`src/rtl/modmul_driver_if.sv`:
```
// Signal bundle between the modular-multiplier driver, its job source/sink and one multiplier.
// master = driver side, slave = environment (scheduler, consumer and multiplier).
interface modmul_driver_if #(
  parameter int unsigned P_WIDTH   = 256,
  parameter int unsigned TAG_WIDTH = 4
);
  logic                 in_valid;
  logic                 in_ready;
  logic [P_WIDTH-1:0]   in_a;
  logic [P_WIDTH-1:0]   in_b;
  logic [TAG_WIDTH-1:0] in_tag;

  logic                 out_valid;
  logic                 out_ready;
  logic [P_WIDTH-1:0]   out_r;
  logic [TAG_WIDTH-1:0] out_tag;
  logic                 out_timeout;
  logic                 busy;

  logic                 mm_reset;
  logic                 mm_enable;
  logic [P_WIDTH-1:0]   mm_a;
  logic [P_WIDTH-1:0]   mm_b;
  logic [P_WIDTH-1:0]   mm_r;
  logic                 mm_done;

  modport master (
    input  in_valid, in_a, in_b, in_tag, out_ready, mm_r, mm_done,
    output in_ready, out_valid, out_r, out_tag, out_timeout, busy,
    output mm_reset, mm_enable, mm_a, mm_b
  );

  modport slave (
    output in_valid, in_a, in_b, in_tag, out_ready, mm_r, mm_done,
    input  in_ready, out_valid, out_r, out_tag, out_timeout, busy,
    input  mm_reset, mm_enable, mm_a, mm_b
  );
endinterface

```
`src/rtl/modmul_driver.sv`:
```
// Initiator-side controller for one modular multiplier: accepts a job, resets and runs the unit,
// captures the result (or a watchdog abort) and returns it with its tag.
module modmul_driver #(
  parameter int unsigned P_WIDTH        = 256,
  parameter int unsigned TAG_WIDTH      = 4,
  parameter int unsigned TIMEOUT_CYCLES = 4096
) (
  input  logic             clk,
  input  logic             reset,
  modmul_driver_if.master  bus
);

  localparam int unsigned CntW = (TIMEOUT_CYCLES > 1) ? $clog2(TIMEOUT_CYCLES) : 1;
  localparam logic [CntW-1:0] CntLast = CntW'(TIMEOUT_CYCLES - 1);

  typedef enum logic [1:0] {StIdle, StClear, StRun, StHold} state_e;

  state_e               r_state;
  state_e               w_state_nxt;
  logic [CntW-1:0]      r_cnt;
  logic [P_WIDTH-1:0]   r_mm_a;
  logic [P_WIDTH-1:0]   r_mm_b;
  logic [P_WIDTH-1:0]   r_out_r;
  logic [TAG_WIDTH-1:0] r_out_tag;
  logic                 r_out_timeout;

  logic                 w_in_ready;
  logic                 w_out_valid;
  logic                 w_mm_reset;
  logic                 w_mm_enable;
  logic                 w_expired;

  assign w_expired = (r_cnt == CntLast);

  // State register
  always_ff @(posedge clk) begin
    if (!reset) begin
      r_state <= StIdle;
    end else begin
      r_state <= w_state_nxt;
    end
  end

  // Next-state logic
  always_comb begin
    w_state_nxt = r_state;
    unique case (r_state)
      StIdle:  if (bus.in_valid) w_state_nxt = StClear;
      StClear: w_state_nxt = StRun;
      StRun:   if (bus.mm_done || w_expired) w_state_nxt = StHold;
      StHold:  if (bus.out_ready) w_state_nxt = StIdle;
      default: w_state_nxt = StIdle;
    endcase
  end

  // Control outputs decoded from state only; the unit is held in reset outside RUN
  always_comb begin
    w_in_ready  = 1'b0;
    w_out_valid = 1'b0;
    w_mm_reset  = 1'b1;
    w_mm_enable = 1'b0;
    unique case (r_state)
      StIdle:  w_in_ready = 1'b1;
      StRun: begin
        w_mm_reset  = 1'b0;
        w_mm_enable = 1'b1;
      end
      StHold:  w_out_valid = 1'b1;
      default: ;
    endcase
  end

  // Datapath: operands change only on acceptance, results only on leaving RUN
  always_ff @(posedge clk) begin
    if (!reset) begin
      r_cnt         <= '0;
      r_mm_a        <= '0;
      r_mm_b        <= '0;
      r_out_r       <= '0;
      r_out_tag     <= '0;
      r_out_timeout <= 1'b0;
    end else begin
      case (r_state)
        StIdle: begin
          if (bus.in_valid) begin
            r_mm_a    <= bus.in_a;
            r_mm_b    <= bus.in_b;
            r_out_tag <= bus.in_tag;
            r_cnt     <= '0;
          end
        end
        StRun: begin
          // A done in the final watchdog cycle still counts as a completed job
          if (bus.mm_done) begin
            r_out_r       <= bus.mm_r;
            r_out_timeout <= 1'b0;
          end else if (w_expired) begin
            r_out_r       <= '0;
            r_out_timeout <= 1'b1;
          end else begin
            r_cnt <= r_cnt + CntW'(1);
          end
        end
        default: ;
      endcase
    end
  end

  assign bus.in_ready    = w_in_ready;
  assign bus.out_valid   = w_out_valid;
  assign bus.out_r       = r_out_r;
  assign bus.out_tag     = r_out_tag;
  assign bus.out_timeout = r_out_timeout;
  assign bus.busy        = (r_state != StIdle);
  assign bus.mm_reset    = w_mm_reset;
  assign bus.mm_enable   = w_mm_enable;
  assign bus.mm_a        = r_mm_a;
  assign bus.mm_b        = r_mm_b;

endmodule
```
`src/flat_wrapper.sv`:
```
// flat-port wrapper written by rule: the top's interface ports become plain ports
module modmul_driver_flat 
#(
  parameter int unsigned P_WIDTH        = 256,
  parameter int unsigned TAG_WIDTH      = 4,
  parameter int unsigned TIMEOUT_CYCLES = 4096
)
  (clk, reset, bus_in_valid, bus_in_a, bus_in_b, bus_in_tag, bus_out_ready, bus_mm_r, bus_mm_done, bus_in_ready, bus_out_valid, bus_out_r, bus_out_tag, bus_out_timeout, bus_busy, bus_mm_reset, bus_mm_enable, bus_mm_a, bus_mm_b);
  modmul_driver_if #(.P_WIDTH(P_WIDTH), .TAG_WIDTH(TAG_WIDTH)) bus_i ();
  input  logic clk;
  input  logic reset;
  input wire logic [$bits(bus_i.in_valid)-1:0] bus_in_valid;
  input wire logic [$bits(bus_i.in_a)-1:0] bus_in_a;
  input wire logic [$bits(bus_i.in_b)-1:0] bus_in_b;
  input wire logic [$bits(bus_i.in_tag)-1:0] bus_in_tag;
  input wire logic [$bits(bus_i.out_ready)-1:0] bus_out_ready;
  input wire logic [$bits(bus_i.mm_r)-1:0] bus_mm_r;
  input wire logic [$bits(bus_i.mm_done)-1:0] bus_mm_done;
  output wire logic [$bits(bus_i.in_ready)-1:0] bus_in_ready;
  output wire logic [$bits(bus_i.out_valid)-1:0] bus_out_valid;
  output wire logic [$bits(bus_i.out_r)-1:0] bus_out_r;
  output wire logic [$bits(bus_i.out_tag)-1:0] bus_out_tag;
  output wire logic [$bits(bus_i.out_timeout)-1:0] bus_out_timeout;
  output wire logic [$bits(bus_i.busy)-1:0] bus_busy;
  output wire logic [$bits(bus_i.mm_reset)-1:0] bus_mm_reset;
  output wire logic [$bits(bus_i.mm_enable)-1:0] bus_mm_enable;
  output wire logic [$bits(bus_i.mm_a)-1:0] bus_mm_a;
  output wire logic [$bits(bus_i.mm_b)-1:0] bus_mm_b;
  assign bus_i.in_valid = bus_in_valid;
  assign bus_i.in_a = bus_in_a;
  assign bus_i.in_b = bus_in_b;
  assign bus_i.in_tag = bus_in_tag;
  assign bus_i.out_ready = bus_out_ready;
  assign bus_i.mm_r = bus_mm_r;
  assign bus_i.mm_done = bus_mm_done;
  assign bus_in_ready = bus_i.in_ready;
  assign bus_out_valid = bus_i.out_valid;
  assign bus_out_r = bus_i.out_r;
  assign bus_out_tag = bus_i.out_tag;
  assign bus_out_timeout = bus_i.out_timeout;
  assign bus_busy = bus_i.busy;
  assign bus_mm_reset = bus_i.mm_reset;
  assign bus_mm_enable = bus_i.mm_enable;
  assign bus_mm_a = bus_i.mm_a;
  assign bus_mm_b = bus_i.mm_b;
  modmul_driver #(.P_WIDTH(P_WIDTH), .TAG_WIDTH(TAG_WIDTH), .TIMEOUT_CYCLES(TIMEOUT_CYCLES)) u_core (.clk(clk), .reset(reset), .bus(bus_i));
endmodule
```
`config.mk`:
```
export PLATFORM = sky130hd
export DESIGN_NAME = modmul_driver_flat
export DESIGN_NICKNAME = d
export VERILOG_FILES = /design/src/rtl/modmul_driver_if.sv /design/src/rtl/modmul_driver.sv /design/src/flat_wrapper.sv
export SDC_FILE = /design/constraint.sdc
export NUM_CORES = 1
export LEC_CHECK = 0
export CORE_AREA = 2 2 598 600
export CTS_CLUSTER_SIZE = 10
export DETAILED_ROUTE_END_ITERATION = 10
export DIE_AREA = 0 0 600 602
export HOLD_SLACK_MARGIN = 0.15
export SYNTH_ARGS = -nofsm -noshare
export SYNTH_HDL_FRONTEND = slang
export SYNTH_SLANG_ARGS = --single-unit
```
`constraint.sdc`:
```
create_clock -name clk -period 5.6 [get_ports clk]
set_clock_uncertainty 0.05 [all_clocks]
set_input_delay 1.12 -clock clk [delete_from_list [all_inputs] [get_ports clk]]
set_output_delay 1.12 -clock clk [all_outputs]
set_load 0.03 [all_outputs]
```
==> impl_metrics.json, run 1 <==
{
  "required_ns": 4.43,
  "die_h_um": 602,
  "hold_class": "flop to flop",
  "worstHoldStart": "u_core.bus.mm_a[36]",
  "numCtsBuffers": 114,
  "relSlewSlack_pct": 15.3,
  "critical_path_class": "flop to output port",
  "ant_nets": 0,
  "synth_cell_types": 35,
  "rows": 219,
  "grt_pass1_vias": 25803,
  "rsz0062_at_grt": "no",
  "synthCells": 2917,
  "end_kind": "output port",
  "dp.cells": 9013,
  "grt_pass1_wl_um": 328000,
  "routed-wl-met3_um": 38500,
  "top_layer": "met5",
  "fin_cells": 9257,
  "drt-initial-drc-count": 2018,
  "gp_congestion": 0.903,
  "clkSlewWorstSetupHoldPaths_ns": 0.05,
  "final_cell_mix": "clkdlybuf4s50_1 (1554), nand2_1 (1043), dfxtp_1 (787)",
  "ios": 1555,
  "cts_tree": "built",
  "r2r-start": "u_core.r_state[0]",
  "routedWlPerCell_um": 29.5,
  "cts_buffer_depth": 4,
  "die_x_um": 600,
  "dp_hpwl_um": 237000,
  "area_delta_synth_final_pct": 94.3,
  "grt_max_degree": 204,
  "cts_setup_buffers": 0,
  "crit_fanout": 17,
  "cts.repair.resized": 0,
  "h-tree-depth": 3,
  "peakVddDrop_mv": 0.235,
  "cp-start-kind": "flop",
  "final_util_pct": 14.3,
  "met2_length_um": 129000,
  "ctsHoldBuffers": 0,
  "root_buffer": "clkbuf_16",
  "r2r-end": "u_core.bus.mm_b[180]",
  "mostFrequentLayoutCell": "clkdlybuf4s50_1",
  "num_vias": 28273,
  "synth_seq_area_share_pct": 60.3,
  "first_pass_iters": 5,
  "hold_viol": 0,
  "wl_met1_um": 89500,
  "r2r_setup_slack_ns": 2.69,
  "dp_slack_ns": 1.91,
  "r2r_cells": 6,
  "initial_core_util_pct": 7.36,
  "crit_start": "u_core.r_state[0]",
  "cp.arrival_ns": 2.86,
  "period_needed_ns": 4.03,
  "antenna_found_initial": 351,
  "wirelength_um": 273000,
  "pwr_density_cell_nw_per_um2": 436,
  "core_area_sq_um": 355000,
  "fin_crit_sh_pct": 71.9,
  "cts_sinks": 787,
  "overflow": 0,
  "die-area_sq_um": 361000,
  "yosysWarnings": 0,
  "leakagePower_nw": 17.1,
  "hold_end": "u_core.bus.mm_a[36]",
  "fin_area_sq_um": 50800,
  "worst_pin_slew_ns": 1.27,
  "setup_tns_ns": 0,
  "grt_usage_pct": 14.5,
  "drive_gt1_share_pct": 4.60,
  "setup_ws_ns": 1.57,
  "drv_cap": 0,
  "drc": 0,
  "final-setup-viol-count": 0,
  "fmax_mhz": 248,
  "dpl-instance-area_sq_um": 46900,
  "yosys_register_bits": 787,
  "clock_latency_ns": 0.87,
  "avgViaCountPerCell": 3.05,
  "netlist_area_sq_um": 26100,
  "synth_nets": 3699,
  "final_net_count": 5160,
  "slew_viol_final": 0,
  "status": "complete, no violations",
  "min_path_cells": 2,
  "io_buffer_count": 1554,
  "avgSynthCellArea_sq_um": 8.95
}
where the power goes:
group          switching (mW)  internal (mW)  total [mW]
clock                    3.09           4.36        7.45
sequential              0.454           6.45        6.90
combinational            5.21           2.58        7.79
critical path, stage by stage, from the launching register on:
cell and delay (ns):
dfxtp_1 0.33, inv_1 0.08, ha_1 0.20, buf_4 0.22, inv_1 0.20, clkdlybuf4s50_1 0.93
area by class of cell:
| cell class | count | area [sq um] |
|---|---|---|
| multi-input combinational | 1890 | 9300 |
| clock inverter | 41 | 528 |
| antenna | 51 | 128 |
| clock buffer | 152 | 3180 |
| sequential | 787 | 15800 |
| timing repair buffer | 1580 | 15900 |
| tap | 4751 | 5940 |
| fill | 40248 | 304000 |
| inverter | 5 | 26.3 |
cells by family (layout without fill, tap and decap cells):
group	after synthesis	after routing	share of synthesized area [%]
other	0	51	0
adders and majority gates	5	5	0.240
AOI/OAI and AO/OA	806	806	19.4
buffers and inverters	240	1778	4.18
and+or+nand+nor	1077	1077	15.8
muxes	2	2	0.0766
DFF	787	787	60.3
Yosys cell counts (all sizes together):
library cell	count	share of area, %
nand2	1044	15
dfxtp	787	60
a21oi	525	10
a22o	256	8.6
clkbuf	121	1.7
buf	114	2.4
ha	5	0.24
inv	5	0.072
nand2b	5	0.12
nand3	5	0.096
or4	5	0.14
nand4	4	0.096
o211ai	4	0.11
o21ai	4	0.077
o31ai	4	0.11
a211oi	3	0.086
and4	3	0.11
o22ai	3	0.072
or3	3	0.072
and2	2	0.048
mux2i	2	0.077
nor2	2	0.029
nor4	2	0.048
o2111ai	2	0.067
o211a	2	0.077
a31o	1	0.034
and3	1	0.024
nand3b	1	0.029
o311a	1	0.038
o311ai	1	0.034
worst max path at each step:
stage | end | depth (start not counted)
floorplan | bus_mm_reset | 4
global placement | u_core.r_cnt[10] | 5
detailed placement | u_core.r_cnt[10] | 5
CTS | bus_mm_reset | 5
global route | bus_mm_reset | 5
finish | bus_mm_reset | 5
metal layers:
metal	vias to the layer above	global-route usage (%)
li1	12809	-
met1	12831	13.8
met2	1659	24.8
met3	840	8.84
met4	134	6.22
met5	-	0
sequential cells by signal, summed over array words and instances (netlist names):
| signal | cells |
|---|---|
| u_core.r_state | 2 |
| u_core.bus.mm_a | 256 |
| u_core.r_cnt | 12 |
| u_core.bus.out_tag | 4 |
| u_core.bus.mm_b | 256 |
| u_core.bus.out_r | 256 |
| u_core.bus.out_timeout | 1 |
per-stage QoR:
stage / total power [mW] / hold slack [ns]
finish: 22.1 / 0.402
global placement: 15.0 / 0.390
floorplan: 10.7 / 0.388
detailed placement: 15.0 / 0.396
global route: 23.3 / 0.415
CTS: 22.7 / 0.403
(Power assumes the default switching activity.)
==> run 2: changes to the inputs <==
Settings changed: CORE_AREA 2 2 598 600 to 2 2 601 603, DIE_AREA 0 0 600 602 to 0 0 603 605.
Clock period 5.6 ns to 3.5 ns, I/O delays scaled along.
==> run 2 against run 1 <==
  * Total power grew 60%
  * First-iteration DRC count shrank 1.6%
  * Hold slack lost 0.055 ns
  * Cell area grew 0.44%
  * Critical path depth shrank 2
  * Final cell count grew 0.25%
  * Via count grew 0.71%
  * Critical path type unchanged
==> impl_metrics.json, run 2 (synthesis results as in run 1) <==
{
  "mostFrequentLayoutCell": "clkdlybuf4s50_1",
  "end_kind": "output port",
  "cp.arrival_ns": 2.47,
  "hold_viol": 0,
  "drv_cap": 0,
  "fin_crit_sh_pct": 92.1,
  "grt_usage_pct": 14.4,
  "clkSlewWorstSetupHoldPaths_ns": 0.06,
  "critical_path_class": "flop to output port",
  "setup_tns_ns": 0,
  "peakVddDrop_mv": 0.459,
  "area_delta_synth_final_pct": 95.2,
  "numCtsBuffers": 112,
  "fmax_mhz": 310,
  "drive_gt1_share_pct": 5.18,
  "cts_sinks": 787,
  "h-tree-depth": 3,
  "num_vias": 28475,
  "pwr_density_cell_nw_per_um2": 696,
  "grt_pass1_wl_um": 330000,
  "rsz0062_at_grt": "no",
  "routedWlPerCell_um": 29.6,
  "dp_hpwl_um": 239000,
  "grt_max_degree": 195,
  "initial_core_util_pct": 7.29,
  "die_h_um": 605,
  "rows": 220,
  "clock_latency_ns": 0.83,
  "cts_tree": "built",
  "relSlewSlack_pct": 29.3,
  "antenna_found_initial": 326,
  "period_needed_ns": 3.22,
  "cp-start-kind": "flop",
  "holdWs_ns": 0.347,
  "drc": 0,
  "gp_congestion": 0.904,
  "cts_setup_buffers": 0,
  "cts_buffer_depth": 4,
  "worst_pin_slew_ns": 1.06,
  "drt-initial-drc-count": 1986,
  "required_ns": 2.75,
  "overflow": 0,
  "final-setup-viol-count": 0,
  "wirelength_um": 274000,
  "die_x_um": 603,
  "io_buffer_count": 1554,
  "fin_cells": 9280,
  "grt_pass1_vias": 26176,
  "root_buffer": "clkbuf_16",
  "final_cell_mix": "clkdlybuf4s50_1 (1552), nand2_1 (1043), dfxtp_1 (787)",
  "avgViaCountPerCell": 3.07,
  "p_total_mw": 35.5,
  "register_area_sq_um": 15800,
  "first_pass_iters": 5,
  "slew_viol_final": 0,
  "leakagePower_nw": 17.2,
  "dp.cells": 9064,
  "core_area_sq_um": 358000,
  "crit_fanout": 8,
  "status": "complete, no violations",
  "ios": 1555,
  "final_net_count": 5187,
  "multi_input_comb_area_sq_um": 9300,
  "final_util_pct": 14.2,
  "nFillCells": 40420,
  "die-area_sq_um": 365000,
  "ant_nets": 0,
  "hold_class": "primary input to flop"
}
[run 2: layout make-up]
type,instances,area share (%)
antenna,32,0.157
multi-input combinational,1890,18.2
clock inverter,38,1.05
timing repair buffer,1609,31.8
clock buffer,146,6.10
inverter,5,0.0515
sequential,787,30.9
tap,4773,11.7
[run 2: per-layer routing]
| layer | track usage, % | wire, um | vias to the layer above |
|---|---|---|---|
| met4 | 4.18 | 11400 | 96 |
| li1 | - | - | 12873 |
| met2 | 26.2 | 138000 | 1649 |
| met3 | 7.47 | 32400 | 804 |
| met1 | 14.0 | 91900 | 13053 |
| met5 | 0 | 612 | - |
[run 2: worst max-delay path, stage by stage (launching register included)]
cell and delay [ns]:
dfxtp_1 0.31, inv_1 0.12, ha_2 0.44, clkdlybuf4s50_1 0.76
[run 2: per-stage QoR]
step	instance area (sq um)	setup WS (ns)
final	51000	0.276
after detailed placement	47300	0.247
after global routing	50900	0.155
after CTS	50900	0.109
after global placement	47300	0.263
after floorplan	26100	1.35
[run 2: report_power, final]
group / leakage (nW) / internal, mW / switching (mW)
Clock: 1.77 / 7.00 / 4.73
Combinational: 9.03 / 4.29 / 8.41
Sequential: 6.42 / 10.3 / 0.741
Total: 17.2 / 21.6 / 13.9
[run 2: path summary, 6_finish.rpt]
check	slack, ns	cells after the start	to	start
worst max-delay path	0.28	3	bus_in_ready	u_core.r_state[0]
worst min-delay path	0.35	3	u_core.bus.mm_a[25]	bus_in_a[25]
worst max register to register	0.74	6	u_core.bus.out_r[22]	u_core.r_cnt[0]
worst min register to register	0.40	2	u_core.bus.mm_b[31]	u_core.bus.mm_b[31]
[run 2: timing repair]
item,in CTS,in global routing
hold buffers,0,0
endpoints found under the setup margin,2,0
gates resized for setup,1,0
